--- config.mk ---
export PLATFORM = sky130hd
export DESIGN_NAME = cache_assoc
export DESIGN_NICKNAME = d
export VERILOG_FILES = /design/src/rtl/cache_pkg.sv /design/src/rtl/cache_tag_array.sv /design/src/rtl/cache_assoc.sv
export SDC_FILE = /design/constraint.sdc
export NUM_CORES = 1
export LEC_CHECK = 0
export ABC_AREA = 1
export BUFFER_PORTS_ARGS = -buffer_cell sky130_fd_sc_hd__buf_2
export CAP_MARGIN = 40
export CORE_MARGIN = 2
export CORE_UTILIZATION = 39
export CTS_CLUSTER_DIAMETER = 200
export DETAILED_ROUTE_END_ITERATION = 8
export MAX_ROUTING_LAYER = met4
export RECOVER_POWER = 100
export REMOVE_ABC_BUFFERS = 1
export SLEW_MARGIN = 20
export SYNTH_ARGS = -nofsm -noshare
export SYNTH_HDL_FRONTEND = slang
export SYNTH_SLANG_ARGS = --single-unit
--- constraint.sdc ---
create_clock -name clk -period 6.55 [get_ports clk]
set_input_delay 1.31 -clock clk [delete_from_list [all_inputs] [get_ports clk]]
set_output_delay 1.31 -clock clk [all_outputs]
set_load 0.005 [all_outputs]
--- src/rtl/cache_pkg.sv ---
// cache_pkg: shared FSM state type and default geometry for cache_assoc.
package cache_pkg;
   localparam int ADDR_WIDTH_D = 32;
   localparam int DATA_WIDTH_D = 32;
   localparam int SETS_D       = 8;
   localparam int WAYS_D       = 2;

   typedef enum logic [1:0] {IDLE, COMPARE, FILL, WRITE} state_t;
endpackage

--- src/rtl/cache_tag_array.sv ---
// cache_tag_array: one way's valid/tag/data storage, combinational read,
// synchronous write and clear-all of the valid bits.
module cache_tag_array #(
   parameter int SETS   = 8,
   parameter int IDX_W  = 3,
   parameter int TAG_W  = 27,
   parameter int DATA_W = 32
) (
   input  logic              clk,
   input  logic              rst_n,
   input  logic              clear,
   input  logic              we,
   input  logic [IDX_W-1:0]  idx,
   input  logic [TAG_W-1:0]  new_tag,
   input  logic [DATA_W-1:0] new_data,
   output logic              valid,
   output logic [TAG_W-1:0]  tag,
   output logic [DATA_W-1:0] data
);
   logic [SETS-1:0]   valid_bits;
   logic [TAG_W-1:0]  tag_mem [SETS];
   logic [DATA_W-1:0] data_mem [SETS];

   always_ff @(posedge clk or negedge rst_n)
      if (!rst_n) valid_bits <= '0;
      else if (clear) valid_bits <= '0;
      else if (we) valid_bits[idx] <= 1'b1;

   always_ff @(posedge clk)
      if (we) begin
         tag_mem[idx]  <= new_tag;
         data_mem[idx] <= new_data;
      end

   assign valid = valid_bits[idx];
   assign tag   = tag_mem[idx];
   assign data  = data_mem[idx];
endmodule

--- src/rtl/cache_assoc.sv ---
// cache_assoc: set-associative write-through, no-write-allocate cache.
// Define CACHE_ASSOC_STATS_EN to enable the saturating hit/miss counters.
module cache_assoc
   import cache_pkg::*;
#(
   parameter int ADDR_WIDTH = ADDR_WIDTH_D,
   parameter int DATA_WIDTH = DATA_WIDTH_D,
   parameter int SETS       = SETS_D,
   parameter int WAYS       = WAYS_D
) (
   input  logic                  clk,
   input  logic                  rst_n,
   input  logic                  cpu_req,
   input  logic                  cpu_we,
   input  logic [ADDR_WIDTH-1:0] cpu_addr,
   input  logic [DATA_WIDTH-1:0] cpu_wdata,
   output logic [DATA_WIDTH-1:0] cpu_rdata,
   output logic                  cpu_ready,
   input  logic                  cache_flush,
   output logic                  mem_req,
   output logic                  mem_we,
   output logic [ADDR_WIDTH-1:0] mem_addr,
   output logic [DATA_WIDTH-1:0] mem_wdata,
   input  logic [DATA_WIDTH-1:0] mem_rdata,
   input  logic                  mem_ack,
   output logic [31:0]           hit_count,
   output logic [31:0]           miss_count
);
   localparam int IDX_W = $clog2(SETS);
   localparam int TAG_W = ADDR_WIDTH - 2 - IDX_W;
   localparam int WAY_W = WAYS > 1 ? $clog2(WAYS) : 1;

   state_t                state;
   logic [ADDR_WIDTH-1:0] addr;
   logic                  we;
   logic [DATA_WIDTH-1:0] wdata;
   logic [IDX_W-1:0]      idx;
   logic [TAG_W-1:0]      tag;
   logic [WAYS-1:0]       vld, match, wr_en;
   logic [TAG_W-1:0]      tags [WAYS];
   logic [DATA_WIDTH-1:0] datas [WAYS];
   logic [WAY_W-1:0]      rr [SETS];
   logic [WAY_W-1:0]      victim;
   logic [DATA_WIDTH-1:0] hit_data;
   logic                  hit, flush_all, fill_done, write_done;

   assign idx        = addr[2 +: IDX_W];
   assign tag        = addr[ADDR_WIDTH-1 -: TAG_W];
   assign hit        = |match;
   assign flush_all  = state == IDLE && cache_flush;
   assign fill_done  = state == FILL && mem_ack;
   assign write_done = state == WRITE && mem_ack;

   for (genvar w = 0; w < WAYS; w++) begin : g_way
      cache_tag_array #(.SETS(SETS), .IDX_W(IDX_W), .TAG_W(TAG_W), .DATA_W(DATA_WIDTH)) u_way (
         .clk(clk), .rst_n(rst_n), .clear(flush_all), .we(wr_en[w]), .idx(idx),
         .new_tag(tag), .new_data(fill_done ? mem_rdata : wdata),
         .valid(vld[w]), .tag(tags[w]), .data(datas[w])
      );
      assign match[w] = vld[w] && tags[w] == tag;
   end

   // Descending scan so the lowest-numbered invalid way wins over the pointer
   always_comb begin
      victim   = rr[idx];
      hit_data = '0;
      wr_en    = '0;
      for (int i = WAYS - 1; i >= 0; i--) begin
         if (!vld[i]) victim = WAY_W'(i);
         if (match[i]) hit_data = datas[i];
      end
      for (int i = 0; i < WAYS; i++)
         wr_en[i] = (fill_done && victim == WAY_W'(i)) || (write_done && match[i]);
   end

   always_ff @(posedge clk or negedge rst_n)
      if (!rst_n) begin
         state <= IDLE;
         addr  <= '0;
         we    <= 1'b0;
         wdata <= '0;
         for (int s = 0; s < SETS; s++) rr[s] <= '0;
      end else begin
         case (state)
            IDLE:
               if (!cache_flush && cpu_req) begin
                  addr  <= cpu_addr;
                  we    <= cpu_we;
                  wdata <= cpu_wdata;
                  state <= COMPARE;
               end
            COMPARE: state <= we ? WRITE : hit ? IDLE : FILL;
            FILL:
               if (mem_ack) begin
                  state <= IDLE;
                  if (&vld) rr[idx] <= rr[idx] == WAY_W'(WAYS - 1) ? '0 : rr[idx] + 1'b1;
               end
            WRITE: if (mem_ack) state <= IDLE;
            default: state <= IDLE;
         endcase
      end

   assign cpu_ready = (state == COMPARE && !we && hit) || fill_done || write_done;
   assign cpu_rdata = state == FILL ? mem_rdata : hit_data;
   assign mem_req   = state == FILL || state == WRITE;
   assign mem_we    = state == WRITE;
   assign mem_addr  = addr;
   assign mem_wdata = wdata;

`ifdef CACHE_ASSOC_STATS_EN
   always_ff @(posedge clk or negedge rst_n)
      if (!rst_n) begin
         hit_count  <= '0;
         miss_count <= '0;
      end else if (state == COMPARE) begin
         if (hit && !(&hit_count)) hit_count <= hit_count + 1'b1;
         if (!hit && !(&miss_count)) miss_count <= miss_count + 1'b1;
      end
`else
   assign hit_count  = '0;
   assign miss_count = '0;
`endif
endmodule

==> results of run 1 <==
[cell usage after synthesis, types with 8 or more instances]
cell type,number,share of area [%]
nand2_1,1046,9.0
edfxtp_1,944,65
inv_1,425,3.7
nor2_1,293,2.5
nand3_1,220,2.5
o21ai_0,92,1.1
dfrtp_1,91,5.2
o22ai_1,88,1.3
buf_4,87,1.5
buf_2,65,0.75
a21oi_1,63,0.72
clkbuf_1,62,0.53
nand4_1,44,0.63
or2_2,41,0.59
mux2_2,36,0.93
o21ai_1,32,0.37
a221oi_1,25,0.50
nor3_1,23,0.26
a22oi_1,22,0.38
buf_1,15,0.13
a22o_1,13,0.26
or2_1,12,0.17
a31oi_1,10,0.14
nand3b_1,10,0.17
inv_2,9,0.078
o211ai_1,9,0.16
o221ai_1,8,0.16
[metal layers]
| metal | part of all wire (%) | track usage (%) | vias up |
|---|---|---|---|
| met5 | 0 | - | - |
| met4 | 2.7 | 6.430 | 0 |
| met3 | 7.2 | 3.427 | 203 |
| met2 | 47 | 35.18 | 1221 |
| met1 | 43 | 29.03 | 14335 |
| li1 | - | - | 13457 |
[area by class of cell]
type                    count  area, sq um
fillers                 10180        60780
flip-flops and latches   1035        30630
multi-input cells        2201        10310
clock buffers             141         2948
well taps                1488         1862
repair buffers            326         1836
inverters                 437         1645
clock inverters            61        655.6
diodes                      1        2.502
[state kept, by name, summed over array words and instances, names as in the netlist]
register	count
g_way.u_way.data_mem	512
g_way.u_way.tag_mem	432
mem_addr	32
mem_wdata	32
g_way.u_way.valid_bits	16
rr	8
state	2
we	1
[kinds of logic after synthesis]
| logic type | synth area share, % |
|---|---|
| flops | 70.38 |
| compound gates | 5.440 |
| mux | 0.9316 |
| other cells | 0.008618 |
| buf+inv | 6.812 |
| simple gates | 16.43 |
[critical path: cells and delay by family (launching register included)]
kind            cells  cell delay [ns]
flops               1             0.78
simple gates       12             2.12
buf+inv             5             1.28
compound gates      1             0.09
[what timing repair did]
item / 4_1_cts / 5_1_grt
setup buffers: 0 / 4
endpoints found under the hold margin: 0 / 0
setup endpoints to repair: 0 / 6
[stage by stage]
stage	setup WS, ns	instances	setup TNS (ns)
6_report	0.2183	5690	0
2_1_floorplan	-7.100	3673	-6695.17
3_3_place_gp	1.056	5467	0
3_5_place_dp	1.019	5482	0
4_1_cts	0.2322	5684	0
5_1_grt	0.02406	5690	0
[path summary, 6_finish.rpt]
| check | start | cells past startpoint | to | slack (ns) |
|---|---|---|---|---|
| worst max-delay path | mem_addr[4]$_DFFE_PN0P_ | 18 | cpu_rdata[13] | 0.22 |
| max in group asynchronous | rst_n | 2 | mem_wdata[2]$_DFFE_PN0P_ | 1.72 |
| min in group asynchronous | rst_n | 1 | mem_addr[14]$_DFFE_PN0P_ | 1.62 |
| worst min-delay path | mem_addr[0]$_DFFE_PN0P_ | 1 | mem_addr[0]$_DFFE_PN0P_ | 0.51 |
| worst max register to register | mem_addr[4]$_DFFE_PN0P_ | 17 | g_way[0].u_way.tag_mem[7][8]$_DFFE_PP_ | 0.29 |
| worst min register to register | mem_addr[0]$_DFFE_PN0P_ | 1 | mem_addr[0]$_DFFE_PN0P_ | 0.51 |
[report_power, final]
| group | leakage (uW) | internal (uW) | total, uW | switching [uW] |
|---|---|---|---|---|
| Combinational | 0.00849 | 1880 | 6690 | 4810 |
| Sequential | 0.00957 | 8660 | 9240 | 574 |
| Clock | 0.00177 | 3640 | 6240 | 2600 |
[cells in the final DEF, fill, tap and decap left out, drive strengths merged, types with 45 or more instances in the layout]
cell type  synthesis  routed
edfxtp           944     944
inv              434     439
nor2             303     303
clkinv             3      45
buf              172     197
a21oi             63      63
nand3            223     223
nand2           1051    1051
o22ai             88      88
dfrtp             91      91
conb               1      64
or2               54      54
o21ai            124     124
clkbuf            62     270
==> results_dict.tcl, run 1 <==
set metrics [dict create \
    status "finished with violations" \
    violations "max-capacitance violations, max-slew violations" \
    power_density_nw_per_um2 444.5 \
    gr-total-overflow 0 \
    max_cap_viol_count 10 \
    ant_nets 0 \
    period_minus_slack_ns 6.332 \
    slowest_delay_ns 0.78 \
    synth_seq_cells 1035 \
    dp_hpwl_microns 69540 \
    path_class "flip-flop to output pin" \
    cpMaxStageDelayCell "dfrtp_1" \
    htreeDepth 3 \
    hp-class "flip-flop to flip-flop" \
    io_pins 265 \
    fp-row-count 122 \
    setup_viol 0 \
    routedWlPerCell_microns 21.47 \
    die_x_microns 338.0 \
    drive_gt1_share_pct 11.95 \
    numClockSinks 1035 \
    die-height_microns 338.0 \
    start_util_pct 39.32 \
    postPlaceCellArea_sq_um 46690 \
    clk_pin_slew_worst_paths_ns 0.06 \
    drtIter0Drc 2631 \
    maxSlewHeadroom_pct -102.5 \
    timing.final.max_slew_violations 327 \
    grt_pass1_wl_microns 180500 \
    vias 29216 \
    syn_to_final_growth_pct 14.64 \
    ys_seq_area_share_pct 70.38 \
    hold_viol_final 0 \
    final_cell_area_sq_um 49880 \
    synth_edf_count 944 \
    rsz0062_at_grt "false" \
    worst_slew_pin_slew_ns 3.038 \
    netlist_instances 3844 \
    gp_congestion 0.8509 \
    avgSynthCellArea_sq_um 11.32 \
    end_kind "output pin" \
    cp.required_ns 5.24 \
    fin_nets 4210 \
    path_cells "inv_2 -> nor2_4 -> buf_12 -> nand3_1 -> nand2_1 -> o21ai_0 -> nand2_1 -> nand2_1 -> nor2_1 -> nand2_1 -> nor2_4 -> buf_4 -> nand3_1 -> nand2_1 -> inv_1 -> nand2_1 -> nand2_1 -> buf_2" \
    cts-resized-gates 0 \
    cts_made_buffers 107 \
    grt_pass1_vias 27984 \
    crit_path_frequent_cell "nand2_1" \
    final_util_pct 45.08 \
    postCtsHoldBufs 0 \
    drt_first_pass_iters 8 \
    period_share_pct 96.67 \
    hold_ws_ns 0.5092 \
    max_freq_mhz 157.9 \
    start_kind "flip-flop" \
    arrival_ns 5.02 \
    grt_max_degree 164 \
    fp.dieArea_sq_um 114300 \
    clk-insertion-delay-late_ns 0.71 \
    fin_skew_ns 0.04314 \
    grt_usage_pct 21.98 \
    yosysWarnings 0 \
    viasPerCell 5.135 \
    route.detailed.drc 0 \
    portBuffers 200 \
    antenna_found_initial 1 \
    clockRootBuffer "clkbuf_16" \
    coreArea_sq_um 110700 \
    path_max_fanout 32 \
    syn_area_sq_um 43520 \
    total_power_uw 22170 \
    ir_worst_vdd_mv 0.2446 \
    cts_tree "built" \
    leakagePower_uw 0.01982 \
    synthArstFlopShare_pct 8.792 \
    synth_ff_type "edfxtp_1" \
    synth_cell_type_count 45 \
    cts.path.max_buffers 3 \
    routed_wirelength_microns 122200 \
]
Power figures use the tool's default switching activity.
==> run 2: changes to the inputs <==
--- a/config.mk
+++ b/config.mk
@@ -15,7 +15,8 @@
 export MAX_ROUTING_LAYER = met4
 export RECOVER_POWER = 100
 export REMOVE_ABC_BUFFERS = 1
-export SLEW_MARGIN = 20
+export SLEW_MARGIN = 10
 export SYNTH_ARGS = -nofsm -noshare
 export SYNTH_HDL_FRONTEND = slang
+export SYNTH_HIERARCHICAL = 1
 export SYNTH_SLANG_ARGS = --single-unit
==> run 2 against run 1 <==
Effect of this change: the run still ends with max-capacitance violations, max-slew violations left; synthesized area is 7.3% higher; first-iteration DRC count is 12% higher; largest cell class unchanged; core utilization is 0.63 points lower; critical path type unchanged; clock-buffer cell count is 1 higher; sequential power is 1% higher; synthesized cell count is 27% higher; non-clock buffer count is 22 lower; die area is 7.2% higher; clock power hardly changed; worst hold slack worse by 0.018 ns.
==> results_dict.tcl, run 2 <==
set metrics [dict create \
    status "finished with violations" \
    violations "max-capacitance violations, max-slew violations" \
    die-height_microns 350.0 \
    setup_viol 0 \
    net-switching-power_uw 8996 \
    most-common-layout-cells "nand2_1, edfxtp_1, inv_1, nand3_1, buf_2" \
    yosysWarnings 6 \
    hp-class "flip-flop to flip-flop" \
    worst_slew_pin_slew_ns 2.726 \
    pwr-share-seq_pct 39.8 \
    path_max_fanout 29 \
    power_density_nw_per_um2 446.2 \
    final.setup.tns_ns 0 \
    fin_nets 5194 \
    synth_seq_cells 1035 \
    pwr-share-comb_pct 33.5 \
    syn_to_final_growth_pct 12.69 \
    sw_frac_of_total_pct 38.31 \
    leakagePower_uw 0.02395 \
    grt_usage_pct 21.07 \
    slowest_delay_ns 0.67 \
    cts_tree "built" \
    clk-insertion-delay-late_ns 0.68 \
    layout_commonest_cell "nand2_1" \
    grt_max_degree 209 \
    cts.path.max_buffers 3 \
    gp_congestion 0.8159 \
    route.detailed.drc 0 \
    period_share_pct 95.62 \
    drive_gt1_share_pct 9.684 \
    reg_top3 "g_way.u_way/data_mem: 512 flops, g_way.u_way/tag_mem: 432 flops" \
    path_cells "nand2_1 -> clkinv_2 -> buf_4 -> nand3_1 -> nand2_1 -> inv_1 -> nand2_1 -> xnor2_1 -> nand2_1 -> nor2_1 -> nand3_1 -> nor2_1 -> buf_12 -> nand2_1 -> nand2_1 -> nand2_1 -> nand2_1 -> buf_2" \
    drt_first_pass_iters 8 \
    post_cts_buffers 0 \
    cp_num_buf_inv 5 \
    path_delay_family "simple AND/OR/NAND/NOR gates" \
    coreArea_sq_um 118400 \
    routed_wirelength_microns 126000 \
    path_class "flip-flop to output pin" \
    maxSlewHeadroom_pct -81.73 \
    grt_pass1_vias 30291 \
    grtUsageMet1_pct 27.80 \
    largest_reg_flops 512 \
    hold_viol_final 0 \
    gr-total-overflow 0 \
    synthTopCellsByCount "nand2_1, edfxtp_1, inv_1, nand3_1, buf_2" \
    synth_cell_type_count 34 \
    antenna_found_initial 5 \
    period_minus_slack_ns 6.263 \
    vias 32257 \
    crit_path_frequent_cell "nand2_1" \
    antenna_cells 0 \
    routedWlPerCell_microns 18.58 \
    yosys-top-cells-area "edfxtp_1, nand2_1, inv_1, dfrtp_1, nand3_1" \
    postPlaceCellArea_sq_um 49570 \
    use_met2_pct 34.39 \
    final_cell_area_sq_um 52620 \
    grt_pass1_wl_microns 188900 \
    p_int_uw 14480 \
    dp_hpwl_microns 73780 \
    synth_ff_type "edfxtp_1" \
    numClockSinks 1035 \
    io_pins 265 \
    max_freq_mhz 159.7 \
    end_kind "output pin" \
    portBuffers 200 \
    final_util_pct 44.45 \
    ys_seq_area_share_pct 65.58 \
    ir_worst_vdd_mv 0.3630 \
    drtIter0Drc 2956 \
    start_kind "flip-flop" \
    cts_made_buffers 109 \
    cts-resized-gates 0 \
    synthArstFlopShare_pct 8.792 \
    cp.required_ns 5.24 \
    syn_area_sq_um 46690 \
    yosysMostFrequentCell "nand2_1" \
    arrival_ns 4.95 \
    ant_nets 0 \
    viasPerCell 4.755 \
    yosys.area.top_type "edfxtp_1" \
    fin_skew_ns 0.02682 \
    avgSynthCellArea_sq_um 9.563 \
    start_util_pct 39.44 \
    rsz0062_at_grt "false" \
    htreeDepth 3 \
    yosysTopAreaCellShare_pct 60.71 \
    cpMaxStageDelayCell "dfrtp_4" \
    fp-row-count 126 \
    die_x_microns 350.0 \
    fp.dieArea_sq_um 122500 \
    netlist_instances 4883 \
    p_clk_share_pct 26.7 \
    synth_edf_count 944 \
    clk_pin_slew_worst_paths_ns 0.06 \
    grt_use_met3_pct 2.757 \
    max_cap_viol_count 9 \
    busiest_layer "met2" \
    clockRootBuffer "clkbuf_16" \
    postCtsHoldBufs 0 \
    top_register "g_way.u_way/data_mem" \
    timing.final.max_slew_violations 282 \
]
[run 2: logic make-up after synthesis]
| group | synth area share, % |
|---|---|
| xor+xnor | 0.1501 |
| flops | 65.58 |
| mux | 0.8682 |
| simple gates | 22.39 |
| compound gates | 1.522 |
| other cells | 0.008031 |
| buf+inv | 9.477 |
[run 2: cell type report]
| class | instances | area [sq um] |
|---|---|---|
| inverter | 742 | 2818 |
| multi-input combinational | 2900 | 11810 |
| tap | 1600 | 2002 |
| sequential | 1035 | 30630 |
| timing repair buffer | 304 | 1754 |
| clock buffer | 142 | 2964 |
| fill | 11197 | 65770 |
| clock inverter | 61 | 640.6 |
[run 2: power groups by stage]
stage | registers (uW) | clock network (uW) | logic [uW]
2_1_floorplan | 9540 | 0 | 4980
3_3_place_gp | 9440 | 0 | 7920
3_5_place_dp | 9450 | 0 | 8060
4_1_cts | 9320 | 6370 | 8100
5_1_grt | 9420 | 6630 | 8820
6_report | 9350 | 6270 | 7870
[run 2: per-layer routing]
layer / vias up / routed length (microns)
li1: 15548 / -
met1: 15518 / 54600
met2: 1012 / 60600
met3: 179 / 8115
met4: 0 / 2704
met5: - / 0
[run 2: path summary, 6_finish.rpt]
path	startpoint	end	slack [ns]	cells past startpoint
setup / recovery	mem_addr[3]$_DFFE_PN0P_	cpu_rdata[28]	0.29	18
hold / removal	rr[0]$_DFFE_PN0P_	rr[0]$_DFFE_PN0P_	0.49	2
setup reg to reg	mem_addr[3]$_DFFE_PN0P_	g_way[1].u_way/tag_mem[6][8]$_DFFE_PP_	0.33	19
hold reg to reg	rr[0]$_DFFE_PN0P_	rr[0]$_DFFE_PN0P_	0.49	2
max in group asynchronous	rst_n	mem_addr[2]$_DFFE_PN0P_	1.29	3
min in group asynchronous	rst_n	mem_wdata[17]$_DFFE_PN0P_	1.48	1
[run 2: stage by stage]
stage / setup slack [ns] / total power, uW / hold WS, ns / instances
after floorplan: -10.56 / 14520 / 0.4591 / 4677
after global placement: 1.019 / 17360 / 0.4742 / 6564
after detailed placement: 1.077 / 17520 / 0.4820 / 6581
after CTS: 0.3423 / 23780 / 0.4969 / 6784
after global routing: 0.007739 / 24870 / 0.5164 / 6784
final: 0.2867 / 23480 / 0.4914 / 6784
[run 2: worst min-delay path: cells and delay by family, from the launching register on]
| family | cells | cell delay [ns] |
|---|---|---|
| compound gates | 1 | 0.06 |
| flops | 1 | 0.34 |
| simple gates | 1 | 0.05 |
